`src/rtl/sum_accumulator.sv`:
```
// sum_accumulator: sums BURST 9-bit adder results {cout,sum} into an
// ACC_W-bit total and holds it under a valid/ready handshake.
//
// Parameters:
//   ACC_W  accumulator / result width (10..32)
//   BURST  adder results summed per burst (1..255)
// Ports:
//   clk, rst_n          clock, async active-low reset
//   clear               synchronous burst abort (highest priority)
//   in_valid/in_ready   upstream handshake, data = {cout,sum}
//   out_valid/out_ready downstream handshake, data = out_data
//   ovf                 total exceeded 2^ACC_W-1 during the burst
//   count               results accepted in the current burst
// Build option:
//   SUM_ACCUMULATOR_SATURATE_EN  clamp acc at 2^ACC_W-1 instead of wrapping

module sum_accumulator #(
    parameter int ACC_W = 16,
    parameter int BURST = 4
) (
    input  logic             clk,
    input  logic             rst_n,
    input  logic             clear,
    input  logic             in_valid,
    output logic             in_ready,
    input  logic [7:0]       sum,
    input  logic             cout,
    output logic             out_valid,
    input  logic             out_ready,
    output logic [ACC_W-1:0] out_data,
    output logic             ovf,
    output logic [7:0]       count
);

    typedef enum logic [1:0] {
        IDLE,
        ACCUM,
        HOLD
    } state_t;

    localparam logic [7:0]       LP_BURST = 8'(BURST);
    localparam logic [ACC_W-1:0] LP_MAX   = '1;

    state_t           r_state;
    state_t           w_state_nxt;
    logic             r_live;
    logic [ACC_W-1:0] r_acc;
    logic [ACC_W-1:0] w_acc_nxt;
    logic             r_ovf;
    logic             w_ovf_nxt;
    logic [7:0]       r_count;
    logic [7:0]       w_count_nxt;

    logic             w_in_xfer;
    logic             w_out_xfer;
    logic [ACC_W-1:0] w_val;
    logic [ACC_W:0]   w_add;
    logic             w_carry;
    logic [7:0]       w_count_inc;

    // in_ready stays low until the first edge after reset is released
    always_ff @(posedge clk or negedge rst_n) begin
        if (!rst_n) begin
            r_live <= 1'b0;
        end else begin
            r_live <= 1'b1;
        end
    end

    assign in_ready    = r_live && (r_state != HOLD);
    assign out_valid   = (r_state == HOLD);
    assign out_data    = r_acc;
    assign ovf         = r_ovf;
    assign count       = r_count;

    assign w_in_xfer   = in_valid && in_ready;
    assign w_out_xfer  = out_valid && out_ready;
    assign w_val       = {{(ACC_W-9){1'b0}}, cout, sum};
    assign w_add       = {1'b0, r_acc} + {1'b0, w_val};
    assign w_carry     = w_add[ACC_W];
    assign w_count_inc = r_count + 8'd1;

    always_ff @(posedge clk or negedge rst_n) begin
        if (!rst_n) begin
            r_state <= IDLE;
            r_acc   <= '0;
            r_ovf   <= 1'b0;
            r_count <= 8'd0;
        end else begin
            r_state <= w_state_nxt;
            r_acc   <= w_acc_nxt;
            r_ovf   <= w_ovf_nxt;
            r_count <= w_count_nxt;
        end
    end

    always_comb begin
        w_state_nxt = r_state;
        w_acc_nxt   = r_acc;
        w_ovf_nxt   = r_ovf;
        w_count_nxt = r_count;
        if (clear) begin
            w_state_nxt = IDLE;
            w_acc_nxt   = '0;
            w_ovf_nxt   = 1'b0;
            w_count_nxt = 8'd0;
        end else begin
            unique case (r_state)
                IDLE: begin
                    if (w_in_xfer) begin
                        w_acc_nxt   = w_val;
                        w_ovf_nxt   = 1'b0;
                        w_count_nxt = 8'd1;
                        w_state_nxt = (BURST == 1) ? HOLD : ACCUM;
                    end
                end
                ACCUM: begin
                    if (w_in_xfer) begin
                        w_ovf_nxt   = r_ovf || w_carry;
                        w_count_nxt = w_count_inc;
`ifdef SUM_ACCUMULATOR_SATURATE_EN
                        // once clamped, acc stays at max until reload
                        w_acc_nxt   = (w_carry || r_ovf) ? LP_MAX
                                                         : w_add[ACC_W-1:0];
`else
                        w_acc_nxt   = w_add[ACC_W-1:0];
`endif
                        if (w_count_inc == LP_BURST) begin
                            w_state_nxt = HOLD;
                        end
                    end
                end
                HOLD: begin
                    if (w_out_xfer) begin
                        w_state_nxt = IDLE;
                        w_count_nxt = 8'd0;
                    end
                end
                default: begin
                    w_state_nxt = IDLE;
                end
            endcase
        end
    end

endmodule

```
`config.mk`:
```
export PLATFORM = sky130hd
export DESIGN_NAME = sum_accumulator
export DESIGN_NICKNAME = d
export VERILOG_FILES = /design/src/rtl/sum_accumulator.sv
export SDC_FILE = /design/constraint.sdc
export NUM_CORES = 1
export LEC_CHECK = 0
export CORE_MARGIN = 2
export CORE_UTILIZATION = 40
export CTS_CLUSTER_DIAMETER = 40
export DETAILED_ROUTE_END_ITERATION = 16
export PLACE_DENSITY = 0.69
export SLEW_MARGIN = 10
export SYNTH_ARGS = -nofsm -noshare
export SYNTH_HDL_FRONTEND = slang
export SYNTH_SLANG_ARGS = --single-unit
```
`constraint.sdc`:
```
create_clock -name clk -period 3.2 [get_ports clk]
set_input_delay 0.48 -clock clk [delete_from_list [all_inputs] [get_ports clk]]
set_output_delay 0.48 -clock clk [all_outputs]
set_load 0.01 [all_outputs]
```
==> impl_metrics.ini <==
[sta]
setup_ws_ns = 0.692
setup_viol_count_final = 0
tightestPinTransition_ns = 0.584
relSlewSlack_pct = 61.0
fin_worst_skew_ns = 0.00405
report.final.slew_viol_count = 0
grt_setup_unrepaired = no
fin_crit_ns = 2.51
clock.fmax_mhz = 399
period_share_pct = 78.4
timing.final.hold_violations = 0
tns_ns = 0

[drt]
dr.pass1.iters = 4
vias = 1728
route.detailed.drc = 0
wl_um = 4350
wl_per_cell_um = 13.8
antenna_left = 0
drt_iter0_markers = 111
avgViaCountPerCell = 5.49

[die]
start_util_pct = 41.4
pin_count = 41
die_h_um = 73.7
dieArea_um2 = 5430
core_area_um2 = 4690
fp-row-count = 25
die_w_um = 73.7

[clock_network]
cts.clk_slew.worst_paths_ns = 0.10
ctsResizeCount = 0
cts_sinks = 28
cts_tree = done
clk_path_buf_depth = 2
ctsRootBufferMaster = clkbuf_8
cts_buffers = 3
clock_latency_ns = 0.28
post_cts.repair.setup_buffers = 0
ctsHoldBuffers = 0
ctsHtreeMaxLevel = 1

[logic_synthesis]
ys_types = 48
synth_nets = 247
yosysWarnings = 0
synth_top_family_by_area = compound AO/OA/AOI/OAI gates
synthAdderAreaFrac_pct = 10.7
synth_simple_gate_area_share_pct = 19.5
synthMuxAreaShare_pct = 3.16
yosysSeqAreaShare_pct = 36.1
synth_top_area_share_pct = 36.1
synthFlopType = dfrtp_1
synth_compound_area_share_pct = 24.1
synth_area_leaders = dfrtp_1 (36%), ha_1 (9.7%), o21ai_0 (5.4%)
synth-async-reset-ratio_pct = 100
synth_edf_count = 0
synth-xor-area-share_pct = 4.06
netlist_area_um2 = 1940
syn_area_per_cell_um2 = 8.95
synth-seq-cells = 28
synth_top_cell_by_area = dfrtp_1
syn_inst = 217

[power]
ir_drop_mv = 0.190
p_per_area_nw_per_um2 = 372
p_leak_nw = 1.05

[setup_path]
critPathMaxFanout = 4
crit_arrival_ns = 2.71
rr_endpoint = out_data[11]
crit_end = out_data[10]
worst_ep_required_time_ns = 3.41
worst_setup_path_end_kind = flip-flop
path_class = input pin to flip-flop
reg2regPathDepth = 6
worstSetupStartpointType = input pin
r2r_slack_ns = 0.91
worstSetupStartpoint = sum[0]
r2r_start = r_state[1]

[placement]
place_area_um2 = 2420
place_inst = 311
place_congestion = 0.822
hpwl_um = 3180
portBuffers = 40
pre_cts_slack_ns = 0.408

[grt]
grt_pass1_vias = 1613
grt_pass1_wl_um = 7380
grt_max_degree = 29
grt.total_usage_pct = 17.0
gr-total-overflow = 0
antenna_found_initial = 0

[finish]
layout_common_cells = clkdlybuf4s50_1 (40), dfrtp_1 (28), nand2_1 (24)
final_common_cell = clkdlybuf4s50_1
n_antenna_cell = 0
stdcell_count = 315
fin_area_um2 = 2490
drive_above_1_share_pct = 6.51
area_delta_synth_final_pct = 28.4
finish.net_count = 292

[status]
status = finished clean

[worst_hold_path]
hold_path.class = flip-flop to flip-flop

[job]
maxCapViolations = 0
## through the flow
| stage | power, mW | utilization [%] | hold slack [ns] |
|---|---|---|---|
| CTS | 0.939 | 53.2 | 0.534 |
| finish | 0.928 | 53.2 | 0.528 |
| global placement | 0.647 | 51.7 | 0.506 |
| floorplan | 0.553 | - | 0.184 |
| global route | 0.983 | 53.2 | 0.545 |
| detailed placement | 0.649 | 51.7 | 0.506 |
## flip-flops by register name, summed over array words and instances, names as in the netlist
| register | flops |
|---|---|
| out_data | 16 |
| r_state | 2 |
| count | 8 |
| r_live | 1 |
| ovf | 1 |
## synthesized netlist by cell type, types with 3 or more instances
cell type	n
nor2b_1	5
nor3b_1	4
nor3_1	4
xor2_1	5
nand3_1	6
nand4_1	3
ha_1	15
inv_1	7
o21ai_0	21
xnor2_1	4
dfrtp_1	28
or3_1	3
mux2i_1	5
o211ai_1	3
a21oi_1	19
o31ai_1	4
nor2_1	11
nand2_1	24
o21bai_1	3
## worst max-delay path: stages
cell	delay [ns]
clkdlybuf4s50_1	0.43
ha_1	0.26
fa_1	0.42
a21o_2	0.21
a21oi_1	0.22
o21a_1	0.27
o31a_1	0.18
a21oi_1	0.07
a21oi_1	0.17
## layer usage
layer / vias up / GRT usage (%) / routed length [um]
met1: 814 / 24.5 / 2190
met5: - / 0 / 0
met2: 24 / 27.4 / 2020
li1: 886 / - / -
met4: 0 / 4.24 / 41
met3: 4 / 1.65 / 93
## where the power goes
group | internal (mW) | switching [mW] | total, mW
registers | 0.371 | 0.0186 | 0.389
clock network | 0.168 | 0.119 | 0.286
logic | 0.118 | 0.133 | 0.252
total | 0.657 | 0.271 | 0.928
## final cells by class
| class | instances | area (um2) |
|---|---|---|
| clock buffers | 3 | 41.3 |
| clock inverters | 1 | 30.0 |
| fillers | 468 | 2200 |
| inverters | 7 | 26.3 |
| multi-input cells | 178 | 1200 |
| flip-flops and latches | 28 | 701 |
| well taps | 54 | 67.6 |
| repair buffers | 44 | 430 |
## cells by family after synthesis
family	count (synthesis)
and+or+nand+nor	73
xor gates and xnor gates	9
buffers and inverters	11
AOI/OAI and AO/OA	73
DFF	28
adders and majority gates	16
other	1
muxes	6
## how the worst min path moves through the flow
stage | start | endpoint | slack (ns) | cells after the start
after CTS | out_data[0] | out_data[0] | 0.53 | 2
after detailed placement | out_data[0] | out_data[0] | 0.51 | 2
after global placement | out_data[2] | out_data[2] | 0.51 | 2
final | out_data[0] | out_data[0] | 0.53 | 2
after global routing | out_data[2] | out_data[2] | 0.55 | 2
after floorplan | rst_n | count[0] | 0.18 | 0
Power figures use the tool's default switching activity.
